==> src/rtl/seq101_pkg.sv <==
// Shared types and constants for the 101-preamble serial transmitter.
package seq101_pkg;

    typedef enum logic [1:0] {
        IDLE = 2'b00,
        PRE  = 2'b01,
        DATA = 2'b10,
        GAP  = 2'b11
    } state_t;

    localparam logic [2:0]  PREAMBLE = 3'b101;
    localparam int unsigned PRE_LEN  = 3;

    function automatic int unsigned max_u(input int unsigned a, input int unsigned b);
        return (a > b) ? a : b;
    endfunction

endpackage

==> src/rtl/seq101_tx_piso_shift.sv <==
// Parallel-in serial-out shift register; MSB is always the next bit to send.
module piso_shift #(
    parameter int unsigned W = 8
) (
    input  logic         clk,
    input  logic         load,
    input  logic         shift,
    input  logic [W-1:0] din,
    output logic         msb
);

    logic [W-1:0] q;

    always_ff @(posedge clk) begin
        if (load) begin
            q <= din;
        end else if (shift) begin
            q <= q << 1;
        end
    end

    assign msb = q[W-1];

endmodule

==> src/rtl/seq101_tx.sv <==
// Serial frame transmitter: preamble 1,0,1 then DATA_W payload bits MSB first,
// followed by IDLE_GAP forced-low cycles.
module seq101_tx
    import seq101_pkg::*;
#(
    parameter int unsigned DATA_W   = 8,
    parameter int unsigned IDLE_GAP = 1
) (
    input  logic              CLK,
    input  logic              RESET_N,
    input  logic [DATA_W-1:0] DIN,
    input  logic              VALID,
    output logic              READY,
    output logic              A_OUT,
    output logic              BUSY,
    output logic              DONE
);

    localparam int unsigned CW = $clog2(DATA_W + 1);
    localparam int unsigned AW = $clog2(max_u(PRE_LEN, IDLE_GAP) + 1);
    localparam logic [CW-1:0] DATA_LAST = CW'(DATA_W - 1);
    localparam logic [AW-1:0] PRE_LAST  = AW'(PRE_LEN - 1);
    localparam logic [AW-1:0] GAP_LAST  = AW'((IDLE_GAP > 0) ? IDLE_GAP - 1 : 0);

    state_t        state, state_nxt;
    logic [CW-1:0] bit_cnt, bit_cnt_nxt;
    logic [AW-1:0] aux_cnt, aux_cnt_nxt;
    logic          a_nxt, busy_nxt, done_nxt;
    logic          load, shift, msb;

    piso_shift #(.W(DATA_W)) u_shift (
        .clk   (CLK),
        .load  (load),
        .shift (shift),
        .din   (DIN),
        .msb   (msb)
    );

    assign READY = (state == IDLE);

    // Outputs are registered: this block computes what A_OUT/BUSY/DONE
    // should show during the cycle that follows the coming edge.
    always_comb begin
        state_nxt   = state;
        bit_cnt_nxt = bit_cnt;
        aux_cnt_nxt = aux_cnt;
        a_nxt       = 1'b0;
        busy_nxt    = 1'b0;
        done_nxt    = 1'b0;
        load        = 1'b0;
        shift       = 1'b0;
        case (state)
            IDLE: begin
                if (VALID) begin
                    state_nxt   = PRE;
                    bit_cnt_nxt = '0;
                    aux_cnt_nxt = '0;
                    load        = 1'b1;
                    a_nxt       = PREAMBLE[2];
                    busy_nxt    = 1'b1;
                end
            end
            PRE: begin
                busy_nxt = 1'b1;
                if (aux_cnt == PRE_LAST) begin
                    state_nxt = DATA;
                    a_nxt     = msb;
                    shift     = 1'b1;
                    done_nxt  = (DATA_LAST == '0);
                end else begin
                    aux_cnt_nxt = aux_cnt + 1'b1;
                    a_nxt       = (aux_cnt == '0) ? PREAMBLE[1] : PREAMBLE[0];
                end
            end
            DATA: begin
                if (bit_cnt == DATA_LAST) begin
                    if (IDLE_GAP > 0) begin
                        state_nxt   = GAP;
                        aux_cnt_nxt = '0;
                        busy_nxt    = 1'b1;
                    end else begin
                        state_nxt = IDLE;
                    end
                end else begin
                    bit_cnt_nxt = bit_cnt + 1'b1;
                    a_nxt       = msb;
                    shift       = 1'b1;
                    busy_nxt    = 1'b1;
                    done_nxt    = (bit_cnt_nxt == DATA_LAST);
                end
            end
            GAP: begin
                if (aux_cnt == GAP_LAST) begin
                    state_nxt = IDLE;
                end else begin
                    aux_cnt_nxt = aux_cnt + 1'b1;
                    busy_nxt    = 1'b1;
                end
            end
            default: begin
                state_nxt = IDLE;
            end
        endcase
    end

    always_ff @(posedge CLK) begin
        if (!RESET_N) begin
            state   <= IDLE;
            bit_cnt <= '0;
            aux_cnt <= '0;
            A_OUT   <= 1'b0;
            BUSY    <= 1'b0;
            DONE    <= 1'b0;
        end else begin
            state   <= state_nxt;
            bit_cnt <= bit_cnt_nxt;
            aux_cnt <= aux_cnt_nxt;
            A_OUT   <= a_nxt;
            BUSY    <= busy_nxt;
            DONE    <= done_nxt;
        end
    end

endmodule

==> config.mk <==
export PLATFORM = sky130hd
export DESIGN_NAME = seq101_tx
export DESIGN_NICKNAME = d
export VERILOG_FILES = /design/src/rtl/seq101_pkg.sv /design/src/rtl/seq101_tx_piso_shift.sv /design/src/rtl/seq101_tx.sv
export SDC_FILE = /design/constraint.sdc
export NUM_CORES = 1
export LEC_CHECK = 0
export ABC_AREA = 1
export BUFFER_PORTS_ARGS = -buffer_cell sky130_fd_sc_hd__buf_2
export CAP_MARGIN = 10
export CORE_ASPECT_RATIO = 1.4
export CORE_UTILIZATION = 40
export DETAILED_ROUTE_END_ITERATION = 10
export HOLD_SLACK_MARGIN = 0.08
export SLEW_MARGIN = 25
export SYNTH_ARGS = -nofsm -noshare
export SYNTH_HDL_FRONTEND = slang
export SYNTH_HIERARCHICAL = 1
export SYNTH_SLANG_ARGS = --single-unit
export TNS_END_PERCENT = 10
==> constraint.sdc <==
create_clock -name CLK -period 2.16 [get_ports CLK]
set_input_delay 0.432 -clock CLK [delete_from_list [all_inputs] [get_ports CLK]]
set_output_delay 0.432 -clock CLK [all_outputs]
set_load 0.03 [all_outputs]
# After elaboration in Yosys (flattened, before gate mapping)

Cells that the tools add are included.

Output and inout bits: 4
Register bits after elaboration: 19
Input bits: 11
Word-level logic and storage cells: 58

Multiplexer cells: 25
Equality and inequality tests: 13
Reductions and logical operators: 9
Add/sub/neg operators: 2
Bitwise gates (word level): 2

Operators by type and width:

| operator                                             | number |
|---|---|
| 2-to-1 mux 2 bit                                     | 8 |
| 2-to-1 mux 8 bit                                     | 2 |
| case mux 2 bit (4 select lines)                      | 2 |
| inequality test 2 bit (second input constant)        | 7 |
| equality test 4 x 3 -> 1 bit (second input constant) | 2 |
| 2-to-1 mux 4 bit                                     | 2 |
| case mux 4 bit (2 select lines)                      | 1 |
| AND reduction 4 bit                                  | 2 |
| 2-to-1 mux 1 bit                                     | 7 |
| equality test 2 bit (second input constant)          | 3 |
| case mux 1 bit (3 select lines)                      | 2 |
| adder 4 x 1 -> 4 bit (second input constant)         | 1 |
| logical NOT 2 bit                                    | 2 |
| nonzero test 2 bit                                   | 2 |
| AND reduction 3 bit                                  | 1 |
| OR reduction 3 bit                                   | 1 |
| adder 2 x 1 -> 2 bit (second input constant)         | 1 |
| equality test 2 x 1 -> 1 bit (second input constant) | 1 |
| inverter 1 bit                                       | 2 |
| case mux 1 bit (2 select lines)                      | 1 |
| OR reduction 2 bit                                   | 1 |

# Longest topological paths before layout

Word-level depth: 5
Mapped depth: 9
Mapped depth without buffers: 9

# Hierarchy

The synthesis kept the hierarchy.

Modules (own cells, without submodules):

| module     | area an instance (um2) | seq. area each (um2) | instances | cells each |
|---|---|---|---|---|
| seq101_tx  | 785.8                  | 220.2                | 1         | 122 |
| piso_shift | 347.8                  | 240.2                | 1         | 34 |

# Worst setup path before layout

OpenSTA, ideal clock, no wires.

Path kind: register -> register
Start point: reg state[0]
End point: reg u_shift.q[0], enable pin
Data required time: 1830 ps
Library setup time: 330 ps
Arrival: 1389 ps
Setup slack: 442 ps
Cell stages (with the launch flop): 7
Period minus slack after synthesis: 1718 ps
Buffers on the path: 1
Cell sequence: dfxtp_1 > inv_1 > ha_1 > nand2_1 > inv_1 > buf_6 > or2_1

Longest elaborated chain between the ends: 3
Elaborated cells on any way between the ends: 6
Classes of those cells: eq/ne: 2; mux: 2; reduce/logical: 2

Ends and longest elaborated chain:

| item                         | line                       | RTL |
|---|---|---|
| start, declared              | seq101_tx.sv:25            | `state_t state, state_nxt;` |
| start signal, assigned       | seq101_tx.sv:115           | `state <= state_nxt;` |
| logical NOT 2 bit            | -                          |  |
| named net READY              | seq101_tx.sv:13            | `output logic READY,` |
| 2-to-1 mux 1 bit             | seq101_tx.sv:52            | `case (state)` |
| named net load               | seq101_tx.sv:29            | `logic load, shift, msb;` |
| nonzero test 2 bit (no line) | -                          |  |
| end signal, assigned         | seq101_tx_piso_shift.sv:16 | `q <= din;` |
| end signal, assigned         | seq101_tx_piso_shift.sv:18 | `q <= q << 1;` |
| end, declared                | seq101_tx_piso_shift.sv:12 | `logic [W-1:0] q;` |

The timed path passes the listed nets, and every way through them passes these cells.
A chain may end at the register's enable or synchronous reset.

# Worst setup path in the final report

Start point: reg state[0]
End point: reg u_shift.q[2], enable pin

Longest elaborated chain between the ends: 3
Elaborated cells on any way between the ends: 6
Classes of those cells: eq/ne: 2; mux: 2; reduce/logical: 2

Ends and longest elaborated chain:

| item                         | line |
|---|---|
| logical NOT 2 bit            | seq101_tx.sv:52 |
| 2-to-1 mux 1 bit             | seq101_tx.sv:52 |
| named net load               | seq101_tx.sv:29 |
| nonzero test 2 bit (no line) | - |

The timed path passes the listed nets, and every way through them passes these cells.

==> run metrics <==
core area=2640 um^2; Pre-antenna DRT Iters=3; Post-DRT Antenna Nets=0; WL final=2110 um; synth top area cells=edfxtp_1 (21%), dfxtp_1 (19%), nand2_1 (18%); Starting Density=0.429; Avg WL per Cell=10.2 um; clock-pin slew on the worst setup and hold paths=0.11 ns; post-route setup TNS=0 ns; P_leak=0.677 nW; die area=3050 um^2; Max Fanout on Critical Path=10; crit end category=register; WP data required=2.15 ns; final core utilization=0.473; most common cell after layout, fill and taps aside=nand2_1; Slew Limit Fails=0; Final Hold Viols=0; multi-input gate area in the final layout=548 um^2; PwrDens=1280 nW/um^2; Reg area=460 um^2; FF+latch count, synth=19; RSZ-0062 raised after global routing=false; Post-Layout Cell Count=207; syn nets=176; vias in the first global route=938; Post-Place Cells=203; row count=22; worst flop-to-flop path startpoint=state[0]; Die Span Y=65.0 um; HPWL Detailed=1670 um; initial antenna violation count=0; Yosys top cell by area=edfxtp_1; routed vias=939; final worst setup slack=0.433 ns; mapped cell area=1130 um^2; final setup vio count=0; CTS buffer count=3; VDD IR-drop max=0.539 mV; Post-CTS Setup Bufs=0; clock sinks=19; Final nets=192; dpl ws=0.415 ns; Crit Path Class=register to register; Clock Skews=0.00796 ns; worst-case clock buffer depth=2; Worst EP arrival=1.72 ns; first-pass GRT wire length=3730 um; Max Cap Violations=0; Hold Crit Start=DIN[0]; # diodes=0; synth-to-layout area growth=10.2%; final period utilization=0.799; clock insertion delay at the later pin of the skew report=0.30 ns; f_max=579 MHz; Residual DRC=0; Max-Slew Margin vs Limit=0.774; DR vias/cell=4.54; gr ovfl total=0; Min Hold Slack=0.390 ns; register area share after synthesis=0.406; 1st-iter DRT viols=9; H-tree depth=1; status=completed; CTS tree=yes; hold path depth=3; cts hold-fix bufs=0; fin crit period=1.73 ns; Post-Syn Instances=156; Fillers=287; Synth Warn #=6; cts repair resizes=0; Worst-Margin Slew=0.340 ns; pin count of the biggest net entering global routing=12; # IOs=15; Min-Delay Path Class=input pin to register; Die W=47.0 um; share of the synthesized area in the top cell type=0.212; WHS Endpoint=u_shift/q[0]; commonest non-fill, non-tap cells in the layout=nand2_1 (55), inv_1 (25), nor2_1 (22); syn avg cell area=7.27 um^2; R2R setup slack=0.43 ns; Netlist cell types=19; RR Endpoint=u_shift/q[2]; layout cells sized above 1=0.140; # port buffers=14; Worst Reg-to-Reg Cells=5; gpl congestion=0.791; Setup crit start kind=register; GRT Overall Usage=0.168; root buffer cell=clkbuf_4
worst max-delay path: stages, from the launching register on:
cell and delay, ns:
dfxtp_1 0.36, inv_1 0.12, ha_1 0.26, nand2_1 0.09
inv_1 0.23, or2_1 0.36
cell families after synthesis:
| group | share of synthesized area |
|---|---|
| and+or+nand+nor | 0.349 |
| buffers and inverters | 0.110 |
| DFF | 0.406 |
| adders and majority gates | 0.0993 |
| AOI/OAI and AO/OA | 0.0276 |
| xor gates and xnor gates | 0.00773 |
layer usage:
layer / GRT usage / vias up / wire length (um)
li1: - / 504 / -
met1: 0.179 / 420 / 940
met2: 0.300 / 10 / 1090
met3: 0.0251 / 5 / 37
met4: 0.0857 / 0 / 51
met5: 0 / - / 0
per-stage QoR:
stage / area (um^2) / power, W
finish: 1250 / 0.00160
global route: 1250 / 0.00178
CTS: 1250 / 0.00162
detailed placement: 1220 / 0.00143
global placement: 1220 / 0.00142
floorplan: 1130 / 0.00129
how the worst max path moves through the flow:
stage,depth (start not counted),slack [ns],to,startpoint
finish,5,0.43,u_shift/q[2],state[0]
global route,5,0.26,u_shift/q[1],state[0]
CTS,5,0.41,u_shift/q[6],state[0]
detailed placement,5,0.42,u_shift/q[4],state[0]
global placement,5,0.47,u_shift/q[4],state[0]
floorplan,6,0.44,u_shift/q[0],state[0]
cells in the mapped netlist, drive strengths merged:
cell type / count
o21ai: 4
dfxtp: 11
xnor2: 1
or2: 2
edfxtp: 8
nand2: 57
nand3: 6
a21oi: 1
inv: 26
buf: 3
a31oi: 1
nand4: 5
nor2: 22
ha: 9
area by class of cell:
type	instances	area share
multi-input cells	108	0.439
clock inverters	1	0.00401
clock buffers	3	0.0180
repair buffers	14	0.0561
flip-flops and latches	19	0.369
inverters	26	0.0782
well taps	36	0.0361
power by group:
part / switching (W) / internal, W
sequential: 0.0000873 / 0.000565
combinational: 0.000507 / 0.000260
clock: 0.000114 / 0.0000691
total: 0.000709 / 0.000894
state kept, by name (all words and copies together), names as in the netlist:
signal and count:
A_OUT 1, BUSY 1, DONE 1, aux_cnt 2
bit_cnt 4, state 2, u_shift/q 8
Power figures use the tool's default switching activity.
